### config.mk
export PLATFORM = sky130hd
export DESIGN_NAME = fetch_stage
export DESIGN_NICKNAME = d
export VERILOG_FILES = /design/src/rtl/fetch_stage.sv
export SDC_FILE = /design/constraint.sdc
export NUM_CORES = 1
export LEC_CHECK = 0
export ABC_AREA = 1
export ABC_CLOCK_PERIOD_IN_PS = 1780
export CAP_MARGIN = 20
export CORE_ASPECT_RATIO = 0.75
export CORE_MARGIN = 1.5
export CORE_UTILIZATION = 38
export DETAILED_ROUTE_END_ITERATION = 16
export SLEW_MARGIN = 25
export SYNTH_ARGS = -nofsm -noshare
export SYNTH_HDL_FRONTEND = slang
export SYNTH_SLANG_ARGS = --single-unit
### constraint.sdc
create_clock -name clk -period 1.78 [get_ports clk]
set_input_delay 0.356 -clock clk [delete_from_list [all_inputs] [get_ports clk]]
set_output_delay 0.356 -clock clk [all_outputs]
set_load 0.005 [all_outputs]
### src/rtl/fetch_stage.sv
// Instruction-fetch stage: PC owner, req/rvalid fetch handshake, IF/ID register with a one-entry skid buffer.
// Optional misaligned-redirect trap enabled by defining FETCH_MISALIGN_TRAP_EN.
module fetch_stage #(
   parameter logic [31:0] RESET_PC = 32'h0000_0000,
   parameter logic [31:0] PC_STEP  = 32'd4
) (
   input  logic        clk,
   input  logic        rst_n,
   output logic        imem_req,
   output logic [31:0] imem_addr,
   input  logic        imem_rvalid,
   input  logic [31:0] imem_rdata,
   input  logic        stall_id,
   input  logic        redirect_valid,
   input  logic [31:0] redirect_pc,
   output logic        id_valid,
   output logic [31:0] id_instr,
   output logic [31:0] id_pc,
   output logic [31:0] id_pc_plus4,
   output logic [5:0]  id_opcode,
   output logic        fetch_fault
);

   // Handshake: a fetch completes in any cycle with imem_req && imem_rvalid; once
   // imem_req rises it stays high with imem_addr unchanged until that cycle.
   typedef enum logic [2:0] {
      S_IDLE  = 3'd0,
      S_FETCH = 3'd1,
      S_KILL  = 3'd2,
      S_HOLD  = 3'd3,
      S_FAULT = 3'd4
   } state_t;

   state_t      state, state_nx;
   logic [31:0] pc, pc_nx;
   logic [31:0] redir_pc, redir_pc_nx;
   logic [31:0] skid_instr, skid_instr_nx;
   logic [31:0] skid_pc, skid_pc_nx;
   logic        id_valid_nx;
   logic [31:0] id_instr_nx, id_pc_nx, id_pc_plus4_nx;
   logic [31:0] pc_next_seq;
   logic [31:0] target;
   logic        bad_redirect;

`ifdef FETCH_MISALIGN_TRAP_EN
   assign target       = redirect_pc;
   assign bad_redirect = redirect_valid && (redirect_pc[1:0] != 2'b00);

   logic fault_q;
   always_ff @(posedge clk or negedge rst_n) begin
      if (!rst_n)            fault_q <= 1'b0;
      else if (bad_redirect) fault_q <= 1'b1;
   end
   assign fetch_fault = fault_q;
`else
   assign target       = redirect_pc & 32'hFFFF_FFFC;
   assign bad_redirect = 1'b0;
   assign fetch_fault  = 1'b0;
`endif

   assign pc_next_seq = pc + PC_STEP;
   assign imem_addr   = pc;
   assign id_opcode   = id_instr[31:26];

   always_comb begin
      state_nx       = state;
      pc_nx          = pc;
      redir_pc_nx    = redir_pc;
      skid_instr_nx  = skid_instr;
      skid_pc_nx     = skid_pc;
      id_valid_nx    = stall_id ? id_valid : 1'b0;
      id_instr_nx    = id_instr;
      id_pc_nx       = id_pc;
      id_pc_plus4_nx = id_pc_plus4;
      imem_req       = 1'b0;
      case (state)
         S_IDLE: begin
            state_nx = S_FETCH;
            if (redirect_valid) pc_nx = target;
         end
         S_FETCH: begin
            imem_req = 1'b1;
            if (redirect_valid) begin
               if (imem_rvalid) begin
                  pc_nx = target;
               end else begin
                  redir_pc_nx = target;
                  state_nx    = S_KILL;
               end
            end else if (imem_rvalid) begin
               pc_nx = pc_next_seq;
               if (stall_id) begin
                  skid_instr_nx = imem_rdata;
                  skid_pc_nx    = pc;
                  state_nx      = S_HOLD;
               end else begin
                  id_valid_nx    = 1'b1;
                  id_instr_nx    = imem_rdata;
                  id_pc_nx       = pc;
                  id_pc_plus4_nx = pc_next_seq;
               end
            end
         end
         S_KILL: begin
            // Address must stay on the abandoned fetch until its response drains.
            imem_req = 1'b1;
            if (imem_rvalid) begin
               pc_nx    = redirect_valid ? target : redir_pc;
               state_nx = S_FETCH;
            end else if (redirect_valid) begin
               redir_pc_nx = target;
            end
         end
         S_HOLD: begin
            if (redirect_valid) begin
               pc_nx    = target;
               state_nx = S_FETCH;
            end else if (!stall_id) begin
               id_valid_nx    = 1'b1;
               id_instr_nx    = skid_instr;
               id_pc_nx       = skid_pc;
               id_pc_plus4_nx = skid_pc + PC_STEP;
               state_nx       = S_FETCH;
            end
         end
         S_FAULT: begin
            state_nx = S_FAULT;
         end
         default: begin
            state_nx = S_IDLE;
         end
      endcase
      if (redirect_valid) id_valid_nx = 1'b0;
      // A trapped redirect leaves pc untouched and parks the stage for good.
      if (bad_redirect) begin
         state_nx    = S_FAULT;
         pc_nx       = pc;
         redir_pc_nx = redir_pc;
      end
   end

   always_ff @(posedge clk or negedge rst_n) begin
      if (!rst_n) begin
         state       <= S_IDLE;
         pc          <= RESET_PC;
         redir_pc    <= '0;
         skid_instr  <= '0;
         skid_pc     <= '0;
         id_valid    <= 1'b0;
         id_instr    <= '0;
         id_pc       <= '0;
         id_pc_plus4 <= '0;
      end else begin
         state       <= state_nx;
         pc          <= pc_nx;
         redir_pc    <= redir_pc_nx;
         skid_instr  <= skid_instr_nx;
         skid_pc     <= skid_pc_nx;
         id_valid    <= id_valid_nx;
         id_instr    <= id_instr_nx;
         id_pc       <= id_pc_nx;
         id_pc_plus4 <= id_pc_plus4_nx;
      end
   end

endmodule

After elaboration in Yosys (flattened, before gate mapping)
Index checks and enable logic that the tools add are counted.
Word-level totals
  register bits after elaboration: 228
  latch bits: 0
  RAM bits: 0
  ROM bits: 0
  input bits: 69
  output and inout port bits: 137
  word-level logic and storage cells: 84
  memories: 0
Cells by class
  add/subtract/negate cells: 2
  $mul: 0
  divide/modulo/power cells: 0
  magnitude comparators: 0
  eq/ne operators: 18
  shift operators: 0
  multiplexer cells: 43
  bitwise gates (word level): 1
  reduce and logical (&&, ||, !) cells: 11
Operators with widths (number)
  two-way mux 32 bit: 24
  one-hot mux 32 bit (2 select lines): 4
  one-hot mux 32 bit (3 select lines): 1
  adder 32 x 3 -> 32 bit (second input constant): 2
  two-way mux 3 bit: 7
  inequality test 2 bit (second input constant): 9
  one-hot mux 3 bit (5 select lines): 1
  inequality test 3 bit (second input constant): 4
  AND reduction 4 bit: 3
  equality test 3 x 2 -> 1 bit (second input constant): 2
  AND reduction 6 bit: 1
  two-way mux 1 bit: 5
  AND reduction 5 bit: 1
  nonzero test 2 bit: 2
  OR reduction 2 bit: 2
  equality test 3 x 1 -> 1 bit (second input constant): 1
  equality test 3 bit (second input constant): 1
  logical NOT 3 bit: 1
  nonzero test 3 bit: 1
  inequality test 2 x 1 -> 1 bit (second input constant): 1
  one-hot mux 1 bit (2 select lines): 1
  NOT 1 bit: 1

Depth between registers and ports, before layout
  word-level depth: 5
  gate-level depth with buffers: 13
  gate-level depth less buffers: 13

Worst setup path before layout
No wires, ideal clock.
  path type: reg2reg
  start: register pc[3] (netlist: imem_addr[3])
  end: register pc[14] (netlist: imem_addr[14])
  library setup time: 0.077 ns
  data arrival time: 1.581 ns
  required time: 1.703 ns
  slack: 0.122 ns
  cell stages (with the launch flop): 11
  buffers on the path: 0
  period minus slack after synthesis: 1.658 ns
  cells stage by stage: dfrtp_1 ha_1 nand2_1 nor2_1 nand2_2 nor2_1 xor2_1 nand2_1 nand2_1 nand2_1 a21oi_1
Between the ends
  cells in the longest elaborated chain, start to end: 4
RTL lines
  from (decl): RTL line 35  | logic [31:0] pc, pc_nx;
  from (signal assigned): RTL line 155  | pc <= pc_nx;
  adder 32 x 3 -> 32 bit: RTL line 61  | assign pc_next_seq = pc + PC_STEP;
  two-way mux 32 bit: RTL line 90  | end else if (imem_rvalid) begin
  two-way mux 32 bit: RTL line 83  | if (redirect_valid) begin
  one-hot mux 32 bit (3 select lines): RTL line 76  | case (state)
No other way between the ends. The select of a mux whose other input is x is not followed.
A chain may end at the register's enable or synchronous reset.

Worst setup path in the final report
  start: register state[2]
  end: output port imem_req
Between the ends
  cells in the longest elaborated chain, start to end: 3
  elaborated cells on any way between the ends: 4
  classes of those cells: 2 x eq/ne; 1 x mux; 1 x reduce/logical
RTL lines
  from (decl): RTL line 34  | state_t state, state_nx;
  from (signal assigned): RTL line 154  | state <= state_nx;
  equality test 3 x 2 -> 1 bit or equality test 3 x 1 -> 1 bit (tied branches): RTL line 76
  OR reduction 2 bit (no source line) (*)
  two-way mux 1 bit (*): RTL line 76
  to (decl): RTL line 9  | output logic imem_req,
Every way passes the cells marked *; elsewhere a longest branch is shown, timed or not.

==> flow_summary.ini <==
[timing]
finalSetupViolCount = 114
max_freq_mhz = 516.6
final_hold_viol_count = 0
min_period_ns = 1.936
fin_skew_ns = 0.01627
slew-limit-headroom_pct = 64.47
rsz0062_at_grt = yes
holdWs_ns = 0.3418
worst_slack_ns = -0.1558
slew_violations = 0
post-route-period-util_pct = 108.8
worstMarginPinSlew_ns = 0.5330

[final_layout]
final_common_cell = nand2_1
fillers = 2909
fin_nets = 2108
area_delta_synth_final_pct = 46.97
drive_gt1_share_pct = 21.72
diodes = 0
mostFrequentLayoutCells = 549 x nand2_1, 218 x dfrtp_1, 175 x buf_4

[pwr]
seqPwrFrac_pct = 28.0
swShare_pct = 41.58
cellInternalPower_uw = 19680
p_per_area_nw_per_um2 = 1872
switching_power_uw = 14010
power_uw = 33690
ir_worst_vdd_mv = 0.9239
clkPwrFrac_pct = 15.0
p_comb_share_pct = 57.0
p_leak_uw = 0.008445

[logic_synthesis]
postSynthCellCount = 1654
synth_cell_types = 42
synth-main-ff-cell = dfrtp_1
ys_seq_area_share_pct = 46.18
async_flop_share_pct = 100.0
synthesis.area_sq_um = 12250
syn_nets = 1725
synth-edff-count = 0
yosys_warnings = 0
synth-seq-cells = 226
syn_avg_cell_area_sq_um = 7.404

[worst_setup_path]
rrSetupSlack_ns = -0.13
path_delay_family = buffers and inverters
r2r-start = state[2]$_DFFE_PN0P_
startpoint = state[2]$_DFFE_PN0P_
cp.required_ns = 1.42
crit_path_end = imem_req
worst_setup_path_end_kind = primary output
crit_path_top_delay_cell = dfrtp_1
cp.arrival_ns = 1.58
worstSetupPathType = reg -> out
r2r-end = id_pc[24]$_DFFE_PN0P_
crit_buf_inv = 4
cp_max_fo = 4
crit_path_cell_trace = inv_2 > buf_4 > buf_6 > nand3_4 > nand2_4 > clkbuf_2
critPathLaunchType = flop
reg2reg_depth = 10
critPathMaxStageDelay_ns = 0.40
cp_num_cells = 6

[grt]
top_usage_layer = met2
antenna_found_initial = 0
use_met2_pct = 40.08
grt-ovfl-total = 0
use_met1_pct = 36.61
grt_pass1_wl_microns = 65450
grt_usage_pct = 25.18
grt_pass1_vias = 11850
use_met3_pct = 3.471
grt_max_degree = 61

[die]
rows = 56
ios = 206
die-area_sq_um = 33320
core-area_sq_um = 31460
die_w_microns = 210.3
initial_core_util_pct = 38.92
die_h_microns = 158.5

[clocking]
cts-root-buf = clkbuf_16
clockBufferDepth = 3
cts.clk_slew.worst_paths_ns = 0.06
cts.sinks = 226
cts_tree = built
h-tree-depth = 1
clk_latency_ns = 0.55
numCtsBuffers = 25

[min_path]
hold_path.class = in -> async

[detailed_routing]
ant_nets = 0
routedWlPerCell_microns = 17.72
firstDrtPassIters = 7
wirelength_microns = 43580
drc = 0
vias = 12680
drtIter0Drc = 1140
via_per_inst = 5.155

[placement]
gp_congestion = 0.8676
dp_hpwl_microns = 29370
io_buffers = 202

[outcome]
violations = setup timing
status = finished, violations left

[job]
maxCapViolCount = 0
[cells by family after synthesis]
logic type                 share of synthesized area, %
muxes                                             3.311
DFF                                               46.18
xor gates and xnor gates                          1.788
buffers and inverters                             7.714
and+or+nand+nor                                   27.49
AOI/OAI and AO/OA                                 13.28
other                                           0.03062
adders and majority gates                        0.2043
[registers in the layout, summed over array words and instances, names as in the netlist]
signal	count
id_pc_plus4	30
id_pc	32
id_instr	32
imem_addr	32
skid_instr	32
id_valid	1
state	3
redir_pc	32
skid_pc	32
[power by group through the flow]
stage / logic (uW) / registers [uW] / clock network [uW]
2_1_floorplan: 7800 / 9460 / 0
3_3_place_gp: 15800 / 9610 / 0
3_5_place_dp: 16100 / 9630 / 0
4_1_cts: 17500 / 9340 / 5160
5_1_grt: 20900 / 9710 / 5360
6_report: 19200 / 9420 / 5070
[area by class of cell]
cell class              count  area, sq um  share of cell area, %
clock buffers              39        718.2                  3.991
clock inverters             4        48.80                 0.2711
inverters                 127        486.7                  2.704
multi-input cells        1209         6170                  34.28
flip-flops and latches    226         5665                  31.48
well taps                 406        508.0                  2.823
repair buffers            448         4400                  24.45
[metrics by stage]
stage	cell area [sq um]	instances	setup WS [ns]	utilization (%)	TNS (ns)
2_1_floorplan	12250	1654	0.1217	-	0
6_report	18000	2459	-0.1558	57.21	-5.837
3_5_place_dp	15720	2324	-0.3328	49.96	-32.72
5_1_grt	18000	2459	-0.2043	57.21	-17.99
3_3_place_gp	15720	2324	-0.2620	49.96	-30.17
4_1_cts	17290	2441	-0.1856	54.96	-2.516
[how the worst min path moves through the flow]
stage	start	to
4_1_cts	rst_n	redir_pc[3]$_DFFE_PN0P_
6_report	rst_n	redir_pc[3]$_DFFE_PN0P_
5_1_grt	rst_n	redir_pc[3]$_DFFE_PN0P_
2_1_floorplan	rst_n	id_instr[0]$_DFFE_PN0P_
3_3_place_gp	rst_n	redir_pc[2]$_DFFE_PN0P_
3_5_place_dp	rst_n	redir_pc[3]$_DFFE_PN0P_
[Yosys cell counts (all sizes together), types with 2 or more instances]
cell | instances | area share, %
nand3 | 42 | 2.0
nand3b | 7 | 0.43
ha | 2 | 0.20
nand2 | 570 | 18
o21ai | 173 | 7.1
a21boi | 2 | 0.12
o211ai | 4 | 0.25
nand4 | 4 | 0.20
xor2 | 22 | 1.6
nor3 | 9 | 0.41
and2 | 3 | 0.15
nor2 | 211 | 6.6
dfrtp | 226 | 46
mux2 | 36 | 3.3
a41oi | 2 | 0.14
buf | 53 | 2.6
inv | 126 | 3.9
clkbuf | 39 | 1.2
xnor2 | 3 | 0.21
a31oi | 73 | 3.7
a21oi | 40 | 1.7
[per-layer routing]
| metal | vias to the layer above | wire [microns] |
|---|---|---|
| met5 | - | 0 |
| li1 | 6074 | - |
| met1 | 6120 | 20280 |
| met4 | 0 | 726 |
| met2 | 434 | 19640 |
| met3 | 48 | 2934 |
[what timing repair did]
item,CTS,global route
pin swaps,13,26
resized for setup,163,121
buffers inserted,67,15
gates cloned,6,7
hold buffers,1,0
setup endpoints to repair,163,191
endpoints found under the hold margin,47,0
No activity file was read; power rests on OpenSTA's default activity.
